`config.mk`:
```
export PLATFORM = sky130hd
export DESIGN_NAME = press_event_arbiter
export DESIGN_NICKNAME = d
export VERILOG_FILES = /design/src/rtl/press_arb_pkg.sv /design/src/rtl/press_qualifier.sv /design/src/rtl/press_event_arbiter.sv
export SDC_FILE = /design/constraint.sdc
export NUM_CORES = 1
export LEC_CHECK = 0
export ABC_AREA = 0
export CAP_MARGIN = 20
export CORE_UTILIZATION = 44
export DETAILED_ROUTE_END_ITERATION = 7
export SETUP_SLACK_MARGIN = 0.4
export SYNTH_ARGS = -nofsm -noshare
export SYNTH_HDL_FRONTEND = slang
export SYNTH_SLANG_ARGS = --single-unit
```
`constraint.sdc`:
```
create_clock -name CLOCK_50 -period 2.03 [get_ports CLOCK_50]
set_clock_uncertainty 0.15 [all_clocks]
set_input_delay 0.203 -clock CLOCK_50 [delete_from_list [all_inputs] [get_ports CLOCK_50]]
set_output_delay 0.203 -clock CLOCK_50 [all_outputs]
set_load 0.02 [all_outputs]
```
`src/rtl/press_arb_pkg.sv`:
```
// rtl/press_arb_pkg.sv - shared types, defaults and round-robin search helper
// for the long-press event arbiter.
package press_arb_pkg;

  typedef enum logic [1:0] {
    QS_IDLE = 2'b00,
    QS_HOLD = 2'b01,
    QS_FIRE = 2'b10
  } qs_t;

  localparam int DEFAULT_HOLD_CYC = 1000;

  // First set bit of req found by scanning last+1, last+2, ... modulo n.
  function automatic logic [3:0] rr_pick(input logic [15:0] req,
                                         input logic [3:0]  last,
                                         input int          n);
    logic [3:0] pick;
    logic       found;
    int         idx;
    pick  = '0;
    found = 1'b0;
    for (int k = 1; k <= 16; k++) begin
      if (k <= n) begin
        idx = (int'(last) + k) % n;
        if (!found && req[idx[3:0]]) begin
          pick  = idx[3:0];
          found = 1'b1;
        end
      end
    end
    return pick;
  endfunction

endpackage

```
`src/rtl/press_qualifier.sv`:
```
// rtl/press_qualifier.sv - per-button long-press qualifier; qual pulses for one
// cycle after a hold of at least HOLD_CYC+1 sampled edges is released.
module press_qualifier
  import press_arb_pkg::*;
#(
  parameter int HOLD_CYC = DEFAULT_HOLD_CYC,
  parameter int CNT_W    = 16
) (
  input  logic CLOCK_50,
  input  logic rst,
  input  logic btn,
  output logic qual
);

  localparam logic [CNT_W-1:0] HOLD_MAX = CNT_W'(HOLD_CYC);

  qs_t              q, q_nxt;
  logic [CNT_W-1:0] cnt, cnt_nxt;

  always_ff @(posedge CLOCK_50) begin
    if (rst) begin
      q   <= QS_IDLE;
      cnt <= '0;
    end else begin
      q   <= q_nxt;
      cnt <= cnt_nxt;
    end
  end

  always_comb begin
    q_nxt   = QS_IDLE;
    cnt_nxt = cnt;
    case (q)
      QS_IDLE: begin
        cnt_nxt = '0;
        if (btn) q_nxt = QS_HOLD;
      end
      QS_HOLD: begin
        if (btn) begin
          q_nxt = QS_HOLD;
          if (cnt < HOLD_MAX) cnt_nxt = cnt + 1'b1;
        end else begin
          q_nxt   = (cnt >= HOLD_MAX) ? QS_FIRE : QS_IDLE;
          cnt_nxt = '0;
        end
      end
      QS_FIRE: begin
        // A button still high here is not merged; it restarts from IDLE.
        q_nxt   = QS_IDLE;
        cnt_nxt = '0;
      end
      default: begin
        q_nxt   = QS_IDLE;
        cnt_nxt = '0;
      end
    endcase
  end

  assign qual = (q == QS_FIRE);

endmodule

```
`src/rtl/press_event_arbiter.sv`:
```
// rtl/press_event_arbiter.sv - qualifies N_CH buttons as long presses, keeps one
// pending event per channel and round-robins them onto a valid/ready port.
module press_event_arbiter
  import press_arb_pkg::*;
#(
  parameter int N_CH     = 4,
  parameter int CH_W     = 2,
  parameter int HOLD_CYC = DEFAULT_HOLD_CYC,
  parameter int CNT_W    = 16
) (
  input  logic            CLOCK_50,
  input  logic            rst,
  input  logic [N_CH-1:0] btn,
  input  logic            ev_ready,
  output logic            ev_valid,
  output logic [CH_W-1:0] ev_ch,
  output logic [N_CH-1:0] pend,
  output logic [N_CH-1:0] drop
);

  logic [N_CH-1:0] qual;
  logic [N_CH-1:0] gnt;
  logic [CH_W-1:0] rr_last;
  logic [CH_W-1:0] sel;
  logic            load;
  logic            any_pend;

  for (genvar i = 0; i < N_CH; i++) begin : g_qual
    press_qualifier #(
      .HOLD_CYC(HOLD_CYC),
      .CNT_W   (CNT_W)
    ) u_qual (
      .CLOCK_50(CLOCK_50),
      .rst     (rst),
      .btn     (btn[i]),
      .qual    (qual[i])
    );
  end

  assign load     = !ev_valid || ev_ready;
  assign any_pend = |pend;
  assign sel      = CH_W'(rr_pick(16'(pend), 4'(rr_last), N_CH));
  assign gnt      = (load && any_pend) ? (N_CH'(1) << sel) : '0;

  always_ff @(posedge CLOCK_50) begin
    if (rst) begin
      pend     <= '0;
      drop     <= '0;
      ev_valid <= 1'b0;
      ev_ch    <= '0;
      rr_last  <= CH_W'(N_CH - 1);
    end else begin
      // A qualify on the very edge its channel is granted is a fresh event.
      pend <= (pend & ~gnt) | qual;
      drop <= qual & pend & ~gnt;
      if (load) begin
        if (any_pend) begin
          ev_valid <= 1'b1;
          ev_ch    <= sel;
          rr_last  <= sel;
        end else begin
          ev_valid <= 1'b0;
        end
      end
    end
  end

endmodule
```
# ---- Word-level counts from Yosys, hierarchy flattened
# Cells that the tools add are included.
dict set report totals {
  ff_bits 85
  latchBits 0
  ramBits 0
  romBits 0
  in_bits 7
  out_inout_bits 11
  elab_cells 115
  n_memories 0
}
dict set report classes {
  addsub 8
  n_mul 0
  div 0
  n_lt_le_gt_ge 12
  n_eq_ne 8
  shift 1
  mux 33
  bitwise_logic 17
  reduce_logical 23
}
# cell count
set op_table {}
lappend op_table {{adder 16 x 1 -> 16 bit, second input constant} 4}
lappend op_table {{>= comparator 16 x 10 -> 1 bit, second input constant} 4}
lappend op_table {{< comparator 16 x 10 -> 1 bit, second input constant} 4}
lappend op_table {{two-way mux 2 bit} 12}
lappend op_table {{< comparator 4 x 5 -> 1 bit, second input constant} 4}
lappend op_table {{case mux 2 bit (2 select lines)} 4}
lappend op_table {{AND 4 bit} 3}
lappend op_table {{binary-select mux 1 bit (select 3 bit)} 4}
lappend op_table {{two-way mux 1 bit} 12}
lappend op_table {{OR reduction 3 bit} 4}
lappend op_table {{equality test 2 x 1 -> 1 bit, second input constant} 4}
lappend op_table {{equality test 2 bit, second input constant} 4}
lappend op_table {{zero test 2 bit} 4}
lappend op_table {{inverter 1 bit} 8}
lappend op_table {{OR reduction 2 bit} 4}
lappend op_table {{adder 2 x 1 -> 2 bit, second input constant} 2}
lappend op_table {{adder 2 bit, second input constant} 2}
lappend op_table {{AND 1 bit, first input constant} 4}
lappend op_table {{logical AND 1 bit} 4}
lappend op_table {{zero test 1 bit} 4}
lappend op_table {{two-way mux 4 bit} 1}
lappend op_table {{inverter 4 bit} 1}
lappend op_table {{bitwise OR 4 bit} 1}
lappend op_table {{OR reduction 4 bit} 1}
lappend op_table {{other kinds (3)} 3}

# ---- Depth between registers and ports, before layout
# Gate-level depths: netlist (run 1).
dict set report depth {
  depth_word 20
  depth_mapped 6
  depth_no_buf 4
}

# ---- Hierarchy
# A second synthesis (run 1) with hierarchy kept.
dict set report unflattened {
  hier_cells 376
  hier_area_um2 3667.3
}
# module instances cells_per_inst area_per_inst_um2
set modules_own_cells {}
lappend modules_own_cells {press_qualifier 4 77 764.5}
lappend modules_own_cells {press_event_arbiter 1 68 609.3}

# ---- Worst setup path after synthesis (run 1)
# OpenSTA, ideal clock, no wires.
dict set report synth_path {
  path_kind {reg-to-reg}
  from {reg pend[3]}
  to {reg pend[1]}
  arrival_ns 1.377
  required_time_ns 1.743
  slack_ns 0.367
  stages_incl_launch_ff 7
  synth_period_minus_slack_ns 1.663
  cell_sequence {dfxtp_1 clkbuf_1 nor2_1 a21o_1 buf_2 a211oi_1 a211oi_1}
}
dict set report synth_via {
  elab_chain_cells 17
  elab_cells_between_ends 28
  classes_between {shift (1); mux (16); bitwise (3); reduce/logical (8)}
}
# element line_no
set synth_lines {}
lappend synth_lines {{from (decl)} press_event_arbiter.sv:17} ;# output logic [N_CH-1:0] pend,
lappend synth_lines {{from (signal assigned)} press_event_arbiter.sv:54} ;# pend <= (pend & ~gnt) | qual;
lappend synth_lines {{binary-select mux 1 bit (select 3 bit)} press_arb_pkg.sv:25} ;# if (!found && req[idx[3:0]]) begin
lappend synth_lines {{two-way mux 1 bit (implied by the code)} press_arb_pkg.sv:25}
lappend synth_lines {{two-way mux 1 bit} press_arb_pkg.sv:25}
lappend synth_lines {{zero test 1 bit} press_arb_pkg.sv:25}
lappend synth_lines {{logical AND 1 bit} press_arb_pkg.sv:25}
lappend synth_lines {{two-way mux 1 bit} press_arb_pkg.sv:25}
lappend synth_lines {{zero test 1 bit} press_arb_pkg.sv:25}
lappend synth_lines {{logical AND 1 bit} press_arb_pkg.sv:25}
lappend synth_lines {{two-way mux 1 bit} press_arb_pkg.sv:25}
lappend synth_lines {{zero test 1 bit} press_arb_pkg.sv:25}
lappend synth_lines {{logical AND 1 bit} press_arb_pkg.sv:25}
lappend synth_lines {{two-way mux 2 bit} press_arb_pkg.sv:25}
lappend synth_lines {{left shift 1 x 2 -> 4 bit} press_event_arbiter.sv:43} ;# assign gnt = (load && any_pend) ? (N_CH'(1) << sel) : '0;
lappend synth_lines {{two-way mux 4 bit *} press_event_arbiter.sv:43}
lappend synth_lines {{inverter 4 bit *} press_event_arbiter.sv:54}
lappend synth_lines {{AND 4 bit *} press_event_arbiter.sv:54}
lappend synth_lines {{bitwise OR 4 bit *} press_event_arbiter.sv:54}
# Every way passes the cells marked *; elsewhere a longest branch is shown, timed or not. The select of a mux whose other input is x is not followed.
# A chain may end at the register's enable or synchronous reset.

# ---- Final worst setup path (run 1)
dict set report layout_path {
  from {reg g_qual[2].u_qual.cnt[12]}
  to {reg g_qual[2].u_qual.cnt[7]}
}
dict set report layout_via {
  elab_chain_cells 1
}
# element line_no
set layout_lines {}
lappend layout_lines {{from (decl)} press_qualifier.sv:18} ;# logic [CNT_W-1:0] cnt, cnt_nxt;
lappend layout_lines {{from (signal assigned)} press_qualifier.sv:26} ;# cnt <= cnt_nxt;
lappend layout_lines {{< comparator 16 x 10 -> 1 bit} press_qualifier.sv:41} ;# if (cnt < HOLD_MAX) cnt_nxt = cnt + 1'b1;
# Every way passes these cells.

==> metrics.txt, run 1 <==
insertion delay to the later sink of the worst-skew pair approximately 0.35 ns; Syn. warnings 0; initial antenna violation count 0; max cap viols 0; Hold Crit Class reg -> reg; Final #Nets between 400 and 500; critical path type reg -> reg; core box area slightly above 8000 µm²; register bit total from synthesis 85; CTS tree built; Die Width about 94 µm; estimated wirelength of the detail-placed design a little over 5 mm; Clock Path Buffers 2; CP max stage delay about 0.56 ns; Clock Sinks between 80 and 90; clock-pin slew on the worst setup and hold paths 0.09 ns; Syn Area/Cell between 9 and 10 µm²; VDD IR max around 0.37 mV; layout cells sized above 1 28.4%; RSZ-0062 raised after global routing true; status completed; post-route ant nets 0; Max Fclk ~550 MHz; Hold Crit Depth 1; ant diodes 0; Cell Area, Placed 4070 µm²; area grow syn2layout 28.8%; Ports 18; row count 33; worst path bufs/invs 0; Wirelength per Cell 14.2 µm; CP endpoint kind register; Period minus WS final roughly 1.8 ns; non-filler cells, final roughly 570; Die ar. 8900 µm²; global route total overflow 0; Post-synth EDFFs 0; Leak 1.69 nW; critical path's slowest cell or4_4; ys flop type dfxtp_1; placed cells between 500 and 600; Top delay family on crit path simple AND/OR/NAND/NOR gates; GRT Resource Usage Total about a fifth; die height between 90 and 100 µm; relative slew slack a little under three quarters; ys async rst share 0%; hold_buf cts 0; max-slew violation count 0; commonest non-fill, non-tap cell in the layout dfxtp_1; routed vias ~3.2k; Fin Setup TNS 0 ns; htree depth 3; distinct cell type count after synthesis 46; drt first pass iters 5; final clock period utilization by the worst path between 80% and 90%; vias per inst around 5.6; Critical Path Source Type register; CP Data Required Time approximately 2.2 ns; largest net degree at the start of global routing 24; PwrDens about 600 nW/µm²; # setup viols final 0; crit-path max FO 6; most frequent cells in the layout dfxtp_1 (68), a21oi_1 (32), buf_4 (26); syn_nets around 430; Power Total 2.86 mW; vias in the first global route 2964; sequential area share after synthesis between 40% and 50%; crit path cell chain nor4_4, o2111ai_4, or4_4, a21oi_2; Final Cell Area 4840 µm²; Min Hold Slack just over 0.3 ns; worst r2r path cells 4; worst endpoint data arrival time slightly below 2 ns; Initial Util around 46%; Worst Max-Slew Pin Slew 0.436 ns; Final Hold Fails 0; synthesized instance count 412; cell depth of the worst setup path 4; DR iter-0 viols 91; Synth Cell Area approximately 3800 µm²; global-route wire length before repair between 10 and 15 mm; PortBufs 17; gpl congestion between 0.7 and 0.8; Residual DRC 0; clk root buf clkbuf_8; total CTS buffers 9; routed wire length roughly 8.2 mm
worst paths after layout:
kind | slack [ns] | from | endpoint
worst max register to register | 0.22 | g_qual[2].u_qual.cnt[12] | g_qual[2].u_qual.cnt[7]
worst min-delay path | 0.31 | g_qual[3].u_qual.cnt[15] | g_qual[3].u_qual.cnt[15]
worst min register to register | 0.31 | g_qual[3].u_qual.cnt[15] | g_qual[3].u_qual.cnt[15]
worst max-delay path | 0.22 | g_qual[2].u_qual.cnt[12] | g_qual[2].u_qual.cnt[7]
timing repair:
action | CTS | global route
endpoints found under the setup margin | 39 | 45
pin swaps | 32 | 25
setup buffers | 15 | 12
gates resized for setup | 30 | 82
cloned | 1 | 0
power by group:
group	total [mW]	internal [mW]	switching, mW
Combinational	0.0668	0.0324	0.0344
Sequential	1.68	1.67	0.00831
Clock	1.11	0.488	0.624
Total	2.86	2.19	0.667
synth_stat cells (8+ instances only):
| cell | instances | share of area (%) |
|---|---|---|
| dfxtp_1 | 85 | 45 |
| a21oi_1 | 39 | 5.2 |
| nor2_1 | 25 | 2.5 |
| and2_1 | 23 | 3.8 |
| nand3_1 | 21 | 2.8 |
| inv_1 | 20 | 2.0 |
| o21ai_0 | 19 | 2.5 |
| nand2_1 | 18 | 1.8 |
| or4_1 | 15 | 3.0 |
| o31ai_1 | 13 | 2.6 |
| and3_1 | 12 | 2.0 |
| clkbuf_1 | 10 | 1.0 |
| nand4_1 | 10 | 1.7 |
| a211oi_1 | 8 | 1.6 |
| ha_1 | 8 | 2.7 |
| nand2b_1 | 8 | 1.3 |
| o311ai_0 | 8 | 1.9 |
| or3_1 | 8 | 1.3 |
cells by family (layout without fill, tap and decap cells):
kind of cell,count (synthesis),count (layout),share of synthesized area (%)
compound gates,110,111,19.3
simple gates,176,176,29.0
mux,1,1,0.267
buf+inv,32,88,3.43
fa+ha+maj,8,8,2.67
flops,85,85,45.3
metal layers:
metal / track usage, % / vias to the layer above / wire length [µm]
met5: 0 / - / 0
met4: 6.41 / 0 / 122
met3: 4.83 / 12 / 194
met2: 31.2 / 33 / 3960
met1: 23.3 / 1555 / 3900
li1: - / 1623 / -
sequential cells by signal, indices dropped and copies added (netlist names):
signal,cells
g_qual.u_qual.cnt,64
g_qual.u_qual.q,8
drop,4
pend,4
ev_ch,2
rr_last,2
ev_valid,1
metrics by stage:
step,worst slack (ns),utilization (%)
4_1_cts,0.255,54.1
3_5_place_dp,0.0533,49.6
3_3_place_gp,0.0907,49.6
2_1_floorplan,0.403,-
6_report,0.224,58.9
5_1_grt,0.146,58.9
final cells by class:
| cell class | count | area, µm² |
|---|---|---|
| fill | 691 | 3380 |
| sequential | 85 | 1720 |
| timing repair buffer | 52 | 462 |
| clock inverter | 6 | 46.3 |
| tap | 105 | 131 |
| multi-input combinational | 296 | 2260 |
| inverter | 20 | 75.1 |
| clock buffer | 10 | 138 |
Power figures use the tool's default switching activity.
==> inputs of run 2 (changes only) <==
--- a/config.mk
+++ b/config.mk
@@ -9,6 +9,7 @@
 export CAP_MARGIN = 20
 export CORE_UTILIZATION = 44
 export DETAILED_ROUTE_END_ITERATION = 7
+export MAX_ROUTING_LAYER = met4
 export SETUP_SLACK_MARGIN = 0.4
 export SYNTH_ARGS = -nofsm -noshare
 export SYNTH_HDL_FRONTEND = slang
==> metrics.txt, run 2 (synthesis gave the netlist of run 1 again) <==
status completed; Clock Sinks 85 (unchanged); top register by number of flip-flops g_qual.u_qual.cnt; CTS tree built; largest net degree at the start of global routing 24 (unchanged); most frequent cells in the layout dfxtp_1 (68), a21oi_1 (32), buf_4 (26); Hold Startpoint g_qual[3].u_qual.cnt[15]; row count 33 (unchanged); Power Total 2.86 mW (about the same); Hold Crit Depth 1 (unchanged); vias in the first global route 2956 (-0.27%); Final Hold Fails 0 (unchanged); RSZ-0062 raised after global routing true; capturing point of the worst reg2reg path g_qual[2].u_qual.cnt[7]; drt first pass iters 5 (unchanged); layout cells sized above 1 28.4% (unchanged); max-slew violation count 0 (unchanged); r2r setup slk 0.22 ns (about the same); Worst Max-Slew Pin Slew 0.436 ns (+0.000000119 ns); commonest non-fill, non-tap cell in the layout dfxtp_1; worst path bufs/invs 0 (unchanged); Ports 18 (unchanged); total CTS buffers 9 (unchanged); routed vias 3225 (+0.062%); # setup viols final 0 (unchanged); crit path cell chain nor4_4, o2111ai_4, or4_4, a21oi_2; worst endpoint data arrival time 1.95 ns (about the same); ant diodes 0 (unchanged); Critical Path Source Type register; final clock period utilization by the worst path 88.9% (about the same); Die Width 94.4 µm (unchanged); Wirelength per Cell 14.2 µm (-0.13%); Period minus WS final 1.81 ns (+0.00000100 ns); htree depth 3 (unchanged); PwrDens 591 nW/µm² (about the same); post-route ant nets 0 (unchanged); Residual DRC 0 (unchanged); gpl congestion 0.772 (+1.3%); Hold Path Sink g_qual[3].u_qual.cnt[15]; initial antenna violation count 0 (unchanged); combinational power share 2.3% (about the same); DR iter-0 viols 99 (+8.8%); Top delay family on crit path simple AND/OR/NAND/NOR gates; Final #Nets 479 (unchanged); Hold Crit Class reg -> reg; VDD IR max 0.372 mV (about the same); Sw Share 23.3% (-0.058 points); Clock Path Buffers 2 (unchanged); vias per inst 5.62 (about the same); Internal Power 2.19 mW (about the same); insertion delay to the later sink of the worst-skew pair 0.35 ns (about the same); Clock power frac 38.9% (about the same); Initial Util 45.7% (unchanged); relative slew slack 70.9% (about the same); CP Data Required Time 2.18 ns (about the same); Max Fclk 554 MHz (unchanged); die height 94.4 µm (unchanged); critical path's slowest cell or4_4; global route total overflow 0 (unchanged); CP max stage delay 0.56 ns (about the same); biggest regs g_qual.u_qual.cnt (64), g_qual.u_qual.q (8); PortBufs 17 (unchanged); sequential fraction of design power 58.8% (about the same); Fin Setup TNS 0 ns (unchanged); clock-pin slew on the worst setup and hold paths 0.09 ns (about the same); critical path type reg -> reg; Leak 1.69 nW (unchanged); hold_buf cts 0 (unchanged); area grow syn2layout 28.8% (unchanged); max cap viols 0 (unchanged); Reg-to-Reg Start g_qual[2].u_qual.cnt[12]; number of flip-flops in the largest register 64 (unchanged); worst r2r path cells 4 (unchanged); Die ar. 8900 µm² (unchanged); estimated wirelength of the detail-placed design 5.14 mm (unchanged); switching pwr 0.665 mW (-0.32%); global-route wire length before repair 13.2 mm (about the same); CP endpoint kind register; clk root buf clkbuf_8; routed wire length 8.17 mm (-0.13%); crit-path max FO 6 (unchanged); GRT Resource Usage Total 19.3% (+0.61 points); core box area 8220 µm² (unchanged)
run 2: worst max-delay path by stage:
stage                        startpoint                 endpoint  slack [ns]  cells after the start
2_1_floorplan  g_qual[0].u_qual.cnt[11]  g_qual[0].u_qual.cnt[7]        0.40                      4
3_3_place_gp                        rst  g_qual[1].u_qual.cnt[5]        0.09                      6
4_1_cts        g_qual[2].u_qual.cnt[15]  g_qual[2].u_qual.cnt[7]        0.26                      4
5_1_grt        g_qual[2].u_qual.cnt[12]  g_qual[2].u_qual.cnt[7]        0.15                      4
3_5_place_dp                        rst  g_qual[1].u_qual.cnt[9]        0.05                      6
6_report       g_qual[2].u_qual.cnt[12]  g_qual[2].u_qual.cnt[7]        0.22                      4
run 2: layer usage:
metal,vias to the layer above,share of wire (%),GRT usage (%)
li1,1625,-,-
met1,1552,48,23.3
met3,11,2.6,5.80
met2,37,49,31.2
met5,-,0,-
met4,0,1.1,5.26
run 2: area by class of cell:
cell class / instances / area (µm²)
fill: 691 / 3380
multi-input combinational: 296 / 2260
sequential: 85 / 1720
timing repair buffer: 52 / 462
clock buffer: 10 / 138
tap: 105 / 131
inverter: 20 / 75.1
clock inverter: 6 / 46.3
run 2: stage by stage:
step / worst slack [ns] / cell area [µm²] / hold slack, ns / util [%] / std cells
finish: 0.224 / 4840 / 0.311 / 58.9 / 574
global route: 0.146 / 4840 / 0.318 / 58.9 / 574
CTS: 0.255 / 4450 / 0.297 / 54.1 / 562
detailed placement: 0.0533 / 4070 / 0.297 / 49.6 / 530
global placement: 0.0907 / 4070 / 0.292 / 49.6 / 530
floorplan: 0.403 / 3750 / 0.126 / - / 412
run 2: power by group through the flow:
stage / Clock (mW) / Combinational, mW / Sequential (mW)
6_report: 1.11 / 0.0668 / 1.68
5_1_grt: 1.22 / 0.0739 / 1.68
4_1_cts: 1.16 / 0.0644 / 1.68
3_5_place_dp: 0 / 0.0638 / 1.72
3_3_place_gp: 0 / 0.0630 / 1.72
2_1_floorplan: 0 / 0.0326 / 1.72
run 2: repair_timing:
item / in CTS / in global routing
cloned: 1 / 0
setup endpoints to repair: 39 / 45
gates resized for setup: 30 / 82
pin swaps: 32 / 25
buffers inserted: 15 / 12
==> inputs of run 3 (changes only) <==
--- a/config.mk
+++ b/config.mk
@@ -5,7 +5,7 @@
 export SDC_FILE = /design/constraint.sdc
 export NUM_CORES = 1
 export LEC_CHECK = 0
-export ABC_AREA = 0
+export ABC_AREA = 1
 export CAP_MARGIN = 20
 export CORE_UTILIZATION = 44
 export DETAILED_ROUTE_END_ITERATION = 7
==> metrics.txt, run 3 <==
number of flip-flops in the largest register 64 (unchanged); critical path's slowest cell dfxtp_4; vias per inst 4.87 (-13%); most common cell in the netlist nand2_1; row count 33 (unchanged); distinct cell type count after synthesis 27 (-41%); routed vias 3204 (-0.65%); status completed; Hold Crit Depth 3 (+2); estimated wirelength of the detail-placed design 5.05 mm (-1.8%); register bit total from synthesis 85 (unchanged); global route total overflow 0 (unchanged); Yosys top cell area share 45.6% (+0.27 points); total CTS buffers 9 (unchanged); max cap viols 0 (unchanged); Cell Area, Placed 4070 µm² (-0.22%); post-route ant nets 0 (unchanged); Min Hold Slack 0.264 ns (-0.0468 ns); Area contributors post-synth dfxtp_1 (46%), nand2_1 (10%), inv_1 (8.0%), nor2_1 (5.5%), a21oi_1 (4.3%); final clock period utilization by the worst path 83.9% (-5.0 points); Post-Place Setup Slack 0.235 ns (+0.182 ns); ys async rst share 0% (unchanged); syn_nets 522 (+22%); area occupied by registers 1720 µm² (unchanged); crit-path max FO 6 (unchanged); PwrDens 646 nW/µm² (+9.3%); commonest cells in the netlist nand2_1 (104), dfxtp_1 (85), inv_1 (80); Hold Crit Class in -> reg; ys flop type dfxtp_1; critical path type reg -> reg; Syn. warnings 0 (unchanged); CP endpoint kind register; insertion delay to the later sink of the worst-skew pair 0.35 ns (about the same); DR iter-0 viols 83 (-16%); Final Cell Area 4590 µm² (-5.1%); htree depth 3 (unchanged); ant diodes 0 (unchanged); layout cells sized above 1 19.3% (-9.0 points); r2r setup slk 0.33 ns (+0.10 ns); commonest non-fill, non-tap cell in the layout nand2_1; Die Width 94.1 µm (-0.29%); die height 94.1 µm (-0.29%); initial antenna violation count 0 (unchanged); area grow syn2layout 23.0%; routed wire length 7.29 mm (-11%); gpl congestion 0.776 (+0.52%); Wirelength per Cell 11.1 µm (-22%); vias in the first global route 2930 (-0.88%); Die ar. 8850 µm² (-0.58%); Final #Nets 563 (+18%); Period minus WS final 1.70 ns (-0.102 ns); met3 wire len 284 µm (+36%); GRT Resource Usage Total 18.4% (-0.90 points); main combinational cell family by area after synthesis simple AND/OR/NAND/NOR gates; CP Data Required Time 2.12 ns (-0.06 ns); worst endpoint data arrival time 1.79 ns (-0.16 ns); mux cell area share after synthesis 0% (-0.27 points); clock-pin slew on the worst setup and hold paths 0.07 ns (-0.02 ns); Fin Setup TNS 0 ns (unchanged); sequential area share after synthesis 45.6% (+0.27 points); Hold Startpoint btn[2]; Final Hold Fails 0 (unchanged); Post-Synth Simple-Gate Area 30.9% (+1.8 points); Worst Max-Slew Pin Slew 0.385 ns (-0.0503 ns); CTS tree built; fillers 799 (+16%); capturing point of the worst reg2reg path pend[3]; Residual DRC 0 (unchanged); metal2 WL 3.41 mm (-14%); drt first pass iters 4 (-1); met1 wire length 3.49 mm (-10%); Power Total 2.97 mW (+3.8%); largest net degree at the start of global routing 17 (-29%); VDD IR max 0.562 mV (+51%); hold_buf cts 0 (unchanged); xor/xnor share of the synthesized area 3.05% (+3.1 points); area leader, netlist dfxtp_1; relative slew slack 74.3% (+3.4 points); biggest regs g_qual.u_qual.cnt (64), g_qual.u_qual.q (8); Leak 1.78 nW (+5.1%); Max Fclk 587 MHz (+6.0%); PortBufs 17 (unchanged); Synth Cell Area 3730 µm² (-0.60%); core box area 8220 µm² (unchanged); multi-input logic area 1860 µm² (-18%); global-route wire length before repair 12.5 mm (-5.3%); top layer in use met4; max-slew violation count 0 (unchanged); Syn Area/Cell 7.36 µm² (-19%); post-synthesis adder-cell area fraction 2.68% (+0.016 points); Reg-to-Reg Start rr_last[1]; final critical-path setup slack 0.327 ns (+0.102 ns); top register by number of flip-flops g_qual.u_qual.cnt; Critical Path Source Type register; Initial Util 45.4% (-0.27 points); worst setup path start rr_last[1]; RSZ-0062 raised after global routing true; Clock Sinks 85 (unchanged); worst r2r path cells 11 (+7); compound-cell area share of the yosys netlist 8.28% (-11 points); Post-synth EDFFs 0 (unchanged); Hold Path Sink g_qual[2].u_qual.q[0]; CP max stage delay 0.43 ns (-0.13 ns); most frequent cells in the layout nand2_1 (89), inv_1 (76), dfxtp_1 (74); synthesized instance count 507 (+23%); # setup viols final 0 (unchanged); crit path cell chain inv_6, nand2_2, nand2_4, nand2_4, nand2_4, nor2_4, nand3b_1, nand3_2, nand3_2, nand3_2, nand2_1; Ports 18 (unchanged); Clock Path Buffers 2 (unchanged); clk root buf clkbuf_8
==> run 3: changes by cell type after synthesis, moves of 12 or more <==
cell / change
inv_1: +60
or4_1: -15
and3_1: -12
nor2_1: +30
and2_1: -23
o31ai_1: -13
nand2_1: +86
nor3_1: +21
==> run 3: metal layers <==
layer / vias up / global-route usage [%]
li1: 1694 / -
met1: 1454 / 22.4
met2: 47 / 29.2
met3: 9 / 4.61
met4: 0 / 7.44
met5: - / -
==> run 3: worst max path at each step <==
stage          endpoint  slack, ns  cells after the start
6_report        pend[3]       0.33                     11
5_1_grt         pend[3]       0.26                     11
4_1_cts         pend[2]       0.34                     11
3_5_place_dp    pend[3]       0.24                     11
3_3_place_gp    pend[2]       0.29                     13
2_1_floorplan   pend[0]       0.43                     12
==> run 3: final cells by class <==
type	instances	share of cell area, %
clock buffers	12	3.60
clock inverters	4	0.981
flip-flops and latches	85	37.5
repair buffers	38	7.17
multi-input cells	330	40.5
inverters	84	7.31
well taps	105	2.86
==> run 3: where the power goes <==
group	internal, mW	total, mW	switching (mW)
sequential	1.67	1.67	0.00514
combinational	0.0223	0.0509	0.0286
clock	0.664	1.24	0.578
==> run 3: cell families (layout without fill, tap and decap cells) <==
kind of cell,Yosys count,in the layout
fa+ha+maj,8,8
buf+inv,92,138
simple gates,251,251
compound gates,58,58
flops,85,85
xor+xnor,13,13
==> run 3: stage by stage <==
stage                     instances  utilization [%]
after detailed placement        630             49.5
after global placement          630             49.5
after CTS                       649             53.4
after global routing            658             55.9
final                           658             55.9
after floorplan                 507                -
==> run 3: worst max-delay path: cells and delay by family (launching register included) <==
| family | cells | cell delay (ns) |
|---|---|---|
| buf+inv | 1 | 0.07 |
| flops | 1 | 0.43 |
| simple gates | 10 | 0.96 |
==> run 3: repair_timing <==
item,in CTS,in global routing
setup endpoints to repair,32,40
pin swaps,11,12
buffers inserted,3,9
cloned,0,0
resized for setup,40,40
